$ cat config.mk
export PLATFORM = sky130hd
export DESIGN_NAME = ycbcr_to_rgb_stage_cbcr_flat
export DESIGN_NICKNAME = d
export VERILOG_FILES = /design/src/rtl/ycbcr_to_rgb_stage_cbcr_if.sv /design/src/rtl/ycbcr_to_rgb_stage_cbcr.sv /design/src/flat_wrapper.sv
export SDC_FILE = /design/constraint.sdc
export NUM_CORES = 1
export LEC_CHECK = 0
export CAP_MARGIN = 20
export CORE_ASPECT_RATIO = 0.75
export CORE_MARGIN = 5
export CORE_UTILIZATION = 57
export DETAILED_ROUTE_END_ITERATION = 10
export PLACE_DENSITY = 0.82
export SYNTH_ARGS = -nofsm -noshare
export SYNTH_HDL_FRONTEND = slang
export SYNTH_SLANG_ARGS = --single-unit
$ cat constraint.sdc
create_clock -name clk -period 25.9 [get_ports clk]
set_clock_uncertainty 0.2 [all_clocks]
set_input_delay 5.18 -clock clk [delete_from_list [all_inputs] [get_ports clk]]
set_output_delay 5.18 -clock clk [all_outputs]
set_load 0.05 [all_outputs]
$ cat src/rtl/ycbcr_to_rgb_stage_cbcr_if.sv
// ---------------------------------------------------------------------------
// ycbcr_to_rgb_stage_cbcr_if
// Groups the two handshake sides of the Cb/Cr stage:
//   sample side (from the Y stage, no backpressure)
//     valid_i        one Y sample presented this cycle
//     state_i[1:0]   channel tag, 1=R, 2=G, 0=B
//     y_accum_i[7:0] Y sample
//     cb_i[7:0]      Cb, meaningful with the R-tagged sample only
//     cr_i[7:0]      Cr, meaningful with the R-tagged sample only
//   pixel side (valid/ready)
//     pixel_valid_o  packed pixel available
//     pixel_ready_i  consumer takes the pixel when valid & ready
//     pixel_o[23:0]  {R, G, B}
// master: the environment (producer of samples, consumer of pixels)
// slave:  the Cb/Cr stage
// ---------------------------------------------------------------------------
interface ycbcr_to_rgb_stage_cbcr_if;
  logic        valid_i;
  logic [1:0]  state_i;
  logic [7:0]  y_accum_i;
  logic [7:0]  cb_i;
  logic [7:0]  cr_i;
  logic        pixel_valid_o;
  logic        pixel_ready_i;
  logic [23:0] pixel_o;

  modport master (
    output valid_i, state_i, y_accum_i, cb_i, cr_i, pixel_ready_i,
    input  pixel_valid_o, pixel_o
  );

  modport slave (
    input  valid_i, state_i, y_accum_i, cb_i, cr_i, pixel_ready_i,
    output pixel_valid_o, pixel_o
  );
endinterface

$ cat src/rtl/ycbcr_to_rgb_stage_cbcr.sv
// ---------------------------------------------------------------------------
// ycbcr_to_rgb_stage_cbcr
// Takes the Y stage's per-channel sample stream, adds the Cb/Cr matrix term
// for the tagged channel, rounds, clamps to 8 bits and packs R,G,B into one
// 24-bit pixel held in a single-entry valid/ready output register.
//
// Ports
//   clk         clock, rising edge
//   rst         synchronous reset, active-high
//   bus         ycbcr_to_rgb_stage_cbcr_if.slave (sample in, pixel out)
//   overflow_o  sticky: a completed pixel was dropped, output register full
//   seq_err_o   sticky: a channel tag arrived out of order
//
// Expected-tag sequencer (exp_tag)
//   state  | meaning
//   TAG_R  | idle / waiting for the R sample that starts a triple
//   TAG_G  | R accepted, waiting for G
//   TAG_B  | R and G accepted, waiting for B
// ---------------------------------------------------------------------------
module ycbcr_to_rgb_stage_cbcr #(
  parameter int FRAC  = 8,
  parameter int C_RCR = 359,
  parameter int C_GCB = 88,
  parameter int C_GCR = 183,
  parameter int C_BCB = 454
) (
  input  logic                          clk,
  input  logic                          rst,
  ycbcr_to_rgb_stage_cbcr_if.slave      bus,
  output logic                          overflow_o,
  output logic                          seq_err_o
);

  localparam logic [1:0] TAG_R = 2'd1;
  localparam logic [1:0] TAG_G = 2'd2;
  localparam logic [1:0] TAG_B = 2'd0;

  // 20 bits covers the worst case (255<<8) + 454*128 + rounding with sign.
  localparam int AW = 20;

  localparam logic signed [AW-1:0] K_RCR = AW'(C_RCR);
  localparam logic signed [AW-1:0] K_GCB = AW'(C_GCB);
  localparam logic signed [AW-1:0] K_GCR = AW'(C_GCR);
  localparam logic signed [AW-1:0] K_BCB = AW'(C_BCB);
  localparam logic signed [AW-1:0] RND   = AW'(1 << (FRAC - 1));
  localparam logic signed [AW-1:0] MAXV  = AW'(255);

  // -------------------------------------------------------------------------
  // Sequencer
  // -------------------------------------------------------------------------
  logic [1:0] exp_tag;
  logic       tag_match;
  logic       tag_err;
  logic       take;
  logic       flush;
  logic       is_r;

  assign is_r      = (bus.state_i == TAG_R);
  assign tag_match = bus.valid_i && (bus.state_i == exp_tag);
  assign tag_err   = bus.valid_i && (bus.state_i != exp_tag);
  // An out-of-order R still starts a fresh triple.
  assign take      = tag_match || (tag_err && is_r);
  // Only a triple that has begun has anything to throw away. When exp_tag is
  // TAG_R the previous triple's B may still be in flight and must survive.
  assign flush     = tag_err && (exp_tag != TAG_R);

  always_ff @(posedge clk) begin
    if (rst) begin
      exp_tag <= TAG_R;
    end else if (bus.valid_i) begin
      if (take) begin
        case (bus.state_i)
          TAG_R:   exp_tag <= TAG_G;
          TAG_G:   exp_tag <= TAG_B;
          default: exp_tag <= TAG_R;
        endcase
      end else begin
        exp_tag <= TAG_R;
      end
    end
  end

  always_ff @(posedge clk) begin
    if (rst) begin
      seq_err_o <= 1'b0;
    end else if (tag_err) begin
      seq_err_o <= 1'b1;
    end
  end

  // -------------------------------------------------------------------------
  // Chroma offsets: captured with the R sample, reused for G and B. The R
  // sample itself uses the live inputs since the register is not loaded yet.
  // -------------------------------------------------------------------------
  logic signed [8:0] dcb_in;
  logic signed [8:0] dcr_in;
  logic signed [8:0] dcb_q;
  logic signed [8:0] dcr_q;
  logic signed [8:0] dcb_s;
  logic signed [8:0] dcr_s;

  assign dcb_in = $signed({1'b0, bus.cb_i}) - 9'sd128;
  assign dcr_in = $signed({1'b0, bus.cr_i}) - 9'sd128;
  assign dcb_s  = is_r ? dcb_in : dcb_q;
  assign dcr_s  = is_r ? dcr_in : dcr_q;

  always_ff @(posedge clk) begin
    if (rst) begin
      dcb_q <= '0;
      dcr_q <= '0;
    end else if (take && is_r) begin
      dcb_q <= dcb_in;
      dcr_q <= dcr_in;
    end
  end

  // -------------------------------------------------------------------------
  // Matrix term for the tagged channel
  // -------------------------------------------------------------------------
  logic signed [AW-1:0] dcb_w;
  logic signed [AW-1:0] dcr_w;
  logic signed [AW-1:0] term_r;
  logic signed [AW-1:0] term_g;
  logic signed [AW-1:0] term_b;
  logic signed [AW-1:0] term_s;

  assign dcb_w  = {{(AW-9){dcb_s[8]}}, dcb_s};
  assign dcr_w  = {{(AW-9){dcr_s[8]}}, dcr_s};
  assign term_r = K_RCR * dcr_w;
  assign term_g = -(K_GCB * dcb_w) - (K_GCR * dcr_w);
  assign term_b = K_BCB * dcb_w;

  always_comb begin
    term_s = '0;
    case (bus.state_i)
      TAG_R:   term_s = term_r;
      TAG_G:   term_s = term_g;
      TAG_B:   term_s = term_b;
      default: term_s = '0;
    endcase
  end

  // -------------------------------------------------------------------------
  // P1: registered term, Y and tag
  // -------------------------------------------------------------------------
  logic                 p1_valid;
  logic [1:0]           p1_tag;
  logic [7:0]           p1_y;
  logic signed [AW-1:0] p1_term;

  always_ff @(posedge clk) begin
    if (rst) begin
      p1_valid <= 1'b0;
      p1_tag   <= TAG_R;
      p1_y     <= '0;
      p1_term  <= '0;
    end else begin
      p1_valid <= take;
      if (take) begin
        p1_tag  <= bus.state_i;
        p1_y    <= bus.y_accum_i;
        p1_term <= term_s;
      end
    end
  end

  // -------------------------------------------------------------------------
  // Sum, round, arithmetic shift, clamp
  // -------------------------------------------------------------------------
  logic signed [AW-1:0] y_w;
  logic signed [AW-1:0] acc;
  logic signed [AW-1:0] res;
  logic [7:0]           chan;

  assign y_w = {{(AW-8){1'b0}}, p1_y};
  assign acc = (y_w <<< FRAC) + p1_term + RND;
  assign res = acc >>> FRAC;

  always_comb begin
    chan = 8'd0;
    if (res < 0) begin
      chan = 8'd0;
    end else if (res > MAXV) begin
      chan = 8'hff;
    end else begin
      chan = res[7:0];
    end
  end

  // -------------------------------------------------------------------------
  // P2: channel slots. R and G park here until the B of the same triple
  // arrives; B goes straight into the output register.
  // -------------------------------------------------------------------------
  logic [7:0] r_q;
  logic [7:0] g_q;
  logic       r_ok;
  logic       g_ok;
  logic       complete;

  assign complete = p1_valid && !flush && (p1_tag == TAG_B) && r_ok && g_ok;

  always_ff @(posedge clk) begin
    if (rst) begin
      r_q  <= '0;
      g_q  <= '0;
      r_ok <= 1'b0;
      g_ok <= 1'b0;
    end else if (flush) begin
      // Whatever sits in P1 belongs to the abandoned triple; do not park it.
      r_ok <= 1'b0;
      g_ok <= 1'b0;
    end else if (p1_valid) begin
      case (p1_tag)
        TAG_R: begin
          r_q  <= chan;
          r_ok <= 1'b1;
        end
        TAG_G: begin
          g_q  <= chan;
          g_ok <= 1'b1;
        end
        default: begin
          r_ok <= 1'b0;
          g_ok <= 1'b0;
        end
      endcase
    end
  end

  // -------------------------------------------------------------------------
  // Output register (single entry, valid/ready)
  // -------------------------------------------------------------------------
  logic        pix_valid;
  logic [23:0] pix_q;
  logic        drain;
  logic        load_ok;

  assign drain   = pix_valid && bus.pixel_ready_i;
  assign load_ok = !pix_valid || drain;

  always_ff @(posedge clk) begin
    if (rst) begin
      pix_valid  <= 1'b0;
      pix_q      <= '0;
      overflow_o <= 1'b0;
    end else begin
      if (complete) begin
        if (load_ok) begin
          pix_valid <= 1'b1;
          pix_q     <= {r_q, g_q, chan};
        end else begin
          overflow_o <= 1'b1;
        end
      end else if (drain) begin
        pix_valid <= 1'b0;
      end
    end
  end

  assign bus.pixel_valid_o = pix_valid;
  assign bus.pixel_o       = pix_q;

endmodule

$ cat src/flat_wrapper.sv
// flat-port wrapper written by rule: the top's interface ports become plain ports
module ycbcr_to_rgb_stage_cbcr_flat 
#(
  parameter int FRAC  = 8,
  parameter int C_RCR = 359,
  parameter int C_GCB = 88,
  parameter int C_GCR = 183,
  parameter int C_BCB = 454
)
  (clk, rst, overflow_o, seq_err_o, bus_valid_i, bus_state_i, bus_y_accum_i, bus_cb_i, bus_cr_i, bus_pixel_ready_i, bus_pixel_valid_o, bus_pixel_o);
  ycbcr_to_rgb_stage_cbcr_if bus_i ();
  input  logic clk;
  input  logic rst;
  output logic overflow_o;
  output logic seq_err_o;
  input wire logic [$bits(bus_i.valid_i)-1:0] bus_valid_i;
  input wire logic [$bits(bus_i.state_i)-1:0] bus_state_i;
  input wire logic [$bits(bus_i.y_accum_i)-1:0] bus_y_accum_i;
  input wire logic [$bits(bus_i.cb_i)-1:0] bus_cb_i;
  input wire logic [$bits(bus_i.cr_i)-1:0] bus_cr_i;
  input wire logic [$bits(bus_i.pixel_ready_i)-1:0] bus_pixel_ready_i;
  output wire logic [$bits(bus_i.pixel_valid_o)-1:0] bus_pixel_valid_o;
  output wire logic [$bits(bus_i.pixel_o)-1:0] bus_pixel_o;
  assign bus_i.valid_i = bus_valid_i;
  assign bus_i.state_i = bus_state_i;
  assign bus_i.y_accum_i = bus_y_accum_i;
  assign bus_i.cb_i = bus_cb_i;
  assign bus_i.cr_i = bus_cr_i;
  assign bus_i.pixel_ready_i = bus_pixel_ready_i;
  assign bus_pixel_valid_o = bus_i.pixel_valid_o;
  assign bus_pixel_o = bus_i.pixel_o;
  ycbcr_to_rgb_stage_cbcr #(.FRAC(FRAC), .C_RCR(C_RCR), .C_GCB(C_GCB), .C_GCR(C_GCR), .C_BCB(C_BCB)) u_core (.clk(clk), .rst(rst), .bus(bus_i), .overflow_o(overflow_o), .seq_err_o(seq_err_o));
endmodule
==> results_dict.tcl <==
set metrics [dict create \
    p_per_area_nw_per_um2 63.6 \
    fin_crit_sh_pct 49.7 \
    initial_core_util_pct 57.8 \
    port_buffers 56 \
    stdcell_area_um2 10700 \
    ctsResizeCount 0 \
    r2r-end "u_core.p1_term[18]" \
    synthCells 1138 \
    dp_hpwl_mm 19.2 \
    fin_setup_tns_ps 0 \
    maxCapViolCount 0 \
    yosysSeqAreaShare_pct 18.0 \
    io_pins 57 \
    fin_crit_ps 12870 \
    tritoncts "done" \
    placementRows 41 \
    vias 8097 \
    syn_area_per_cell_um2 8.52 \
    n_fill_cell 1382 \
    synth-adder-area-share_pct 36.7 \
    seqCellArea_um2 1740 \
    synth.area.top_cells "ha_1, dfxtp_1, fa_1" \
    postRouteAntennaNets 0 \
    grt_max_degree 70 \
    relSlewSlack_pct 34.0 \
    grt_overflow 0 \
    cts_root_buffer "clkbuf_16" \
    cp.required_ps 25950 \
    rsz0062_at_grt "false" \
    antennaDiodeCount 0 \
    yosys-mux-area-fraction_pct 1.94 \
    holdBufCountCts 0 \
    synth_top_family_by_area "adder cells" \
    hold_start "u_core.bus.pixel_o[16]" \
    drive_gt1_share_pct 3.78 \
    worst_r2r_path_depth 24 \
    path_depth 31 \
    start_kind "input port" \
    drt_wl_total_mm 24.0 \
    core_area_um2 16800 \
    worstSetupEndpoint "u_core.p1_term[18]" \
    synth_compound_area_share_pct 16.0 \
    placed_cell_area_um2 10400 \
    clk_pin_slew_worst_paths_ps 80 \
    antenna_found_initial 0 \
    wire_per_inst_um 17.1 \
    cts.sinks 87 \
    grt.total_usage_pct 24.6 \
    drc 0 \
    postCtsSetupBuffers 0 \
    tritoncts.num_buffers 9 \
    yosys_warnings 0 \
    die_y_um 123 \
    startpoint "bus_state_i[1]" \
    crit_slowest_cell "clkdlybuf4s50_1" \
    critPathBufInv 9 \
    ir_drop_uv 60.1 \
    gp_congestion 0.965 \
    grt_pass1_vias 7689 \
    hp-class "reg2reg" \
    multiInputGateArea_um2 7160 \
    drv_slew 0 \
    async_flop_share_pct 0 \
    setup_viol 0 \
    rrSetupSlack_ps 18960 \
    grt_pass1_wl_mm 39.1 \
    die_area_um2 19700 \
    tightest_slew_ps 988 \
    synth-seq-cells 87 \
    max_freq_ghz 0.0777 \
    hold_viol_final 0 \
    synth_top_area_share_pct 24.5 \
    synthXorXnorAreaFrac_pct 4.88 \
    r2r_start "u_core.dcr_q[0]" \
    netlist_area_um2 9690 \
    worstSetupPathType "in2reg" \
    drtPass1Iterations 6 \
    crit_fanout 29 \
    path_delay_family "adder cells" \
    yosys.area_share.simple_pct 14.4 \
    syn_to_final_growth_pct 10.8 \
    fp.dieW_um 161 \
    ys_types 68 \
    vias_per_cell 5.76 \
    cts_buffer_depth 2 \
    max_stage_delay_ps 520 \
    synth_ff_type "dfxtp_1" \
    crit_top_cell "ha_1" \
    outcome "finished clean" \
    drt_iter0_markers 620 \
    synth_edf_count 0 \
    cp-end-kind "register" \
    cp.arrival_ps 12910 \
    final_nets 1464 \
    power.leakage_nw 5.31 \
    syn-num-nets 1417 \
    worstSkewPairLatency_ps 360 \
    cts_htree_levels 3 \
    yosysTopAreaCell "ha_1" \
]
[stage by stage]
step	utilization (%)	power [mW]	hold WS (ps)	worst slack (ps)	cells
final	64.0	0.683	253	13030	1405
after global routing	64.0	0.740	273	12690	1405
after CTS	64.0	0.675	255	13110	1405
after global placement	62.3	0.530	240	13110	1389
after floorplan	-	0.451	229	13790	1138
after detailed placement	62.3	0.541	246	12770	1389
[cell families after synthesis]
family | Yosys count
buf+inv | 205
xor+xnor | 54
mux | 18
compound gates | 235
simple gates | 290
fa+ha+maj | 249
flops | 87
[cells in the final DEF, fill, tap and decap left out, types with 6 or more instances in the layout]
cell type,netlist,layout
fa_1,59,59
ha_1,190,190
nand2_1,131,131
a21o_1,14,14
a31oi_1,12,12
o21a_1,7,7
or2_2,7,7
nand3_1,15,15
dfxtp_1,87,87
nor3_1,18,18
o21ai_0,32,32
mux2_2,6,6
inv_1,179,179
mux2i_1,12,12
clkdlybuf4s50_1,0,55
or3_1,9,9
a221o_1,17,17
clkbuf_16,0,9
and3_1,7,7
xor2_1,21,21
nand2b_1,8,8
a211oi_1,14,14
nor2_1,49,49
xnor2_1,33,33
buf_4,0,6
nor2b_1,10,10
a21oi_1,88,88
[area by class of cell]
type	count	share of cell area (%)
multi-input combinational	846	66.7
sequential	87	16.2
inverter	179	6.26
timing repair buffer	62	5.59
tap	215	2.51
clock buffer	9	2.10
clock inverter	7	0.594
[flip-flops by register name, indices dropped and copies added (netlist names), 8 cells and up]
name	flops
u_core.bus.pixel_o	24
u_core.dcb_q	8
u_core.dcr_q	8
u_core.g_q	8
u_core.p1_term	13
u_core.p1_y	8
u_core.r_q	8
[routing by layer]
| layer | share of wire, % | up-vias | GRT usage [%] | routed length, µm |
|---|---|---|---|---|
| met5 | 0 | - | 0 | 0 |
| met4 | 1.5 | 0 | 4.35 | 357 |
| met3 | 8.0 | 29 | 6.00 | 1920 |
| met2 | 42 | 287 | 37.0 | 10200 |
| met1 | 48 | 3796 | 36.3 | 11600 |
| li1 | - | 3985 | - | - |
[synth_stat cells, types with 9 or more instances]
library cell and instances:
ha_1 190, or3_1 9, nand2_1 131, clkbuf_1 16, nor2b_1 10, nand3_1 15, o21ai_0 32, a221o_1 17
a211oi_1 14, xor2_1 21, a21oi_1 88, a21o_1 14, mux2i_1 12, fa_1 59, a31oi_1 12, dfxtp_1 87
inv_1 179, xnor2_1 33, nor3_1 18, nor2_1 49
[where the power goes]
group	switching, mW	internal (mW)	leakage [nW]
Clock	0.0640	0.0672	0.136
Combinational	0.239	0.171	4.46
Sequential	0.00345	0.139	0.705
[worst register-to-register path: cells and delay by family (launching register included)]
family                   cells  cell delay, ps
buffers and inverters        3             280
multiplexers                 1             290
flip-flops                   1             310
XOR/XNOR                     1             130
AND/OR/NAND/NOR              3             430
AO/OA/AOI/OAI                8            2110
adder cells (fa/ha/maj)      8            3100
[worst min path at each step]
| stage | cells past startpoint | endpoint | slack (ps) |
|---|---|---|---|
| floorplan | 2 | u_core.r_ok | 230 |
| finish | 2 | u_core.bus.pixel_o[16] | 250 |
| global placement | 2 | u_core.dcb_q[0] | 240 |
| CTS | 2 | u_core.bus.pixel_o[18] | 260 |
| detailed placement | 2 | u_core.dcr_q[0] | 250 |
| global route | 2 | u_core.bus.pixel_o[18] | 270 |
Power figures use the tool's default switching activity.
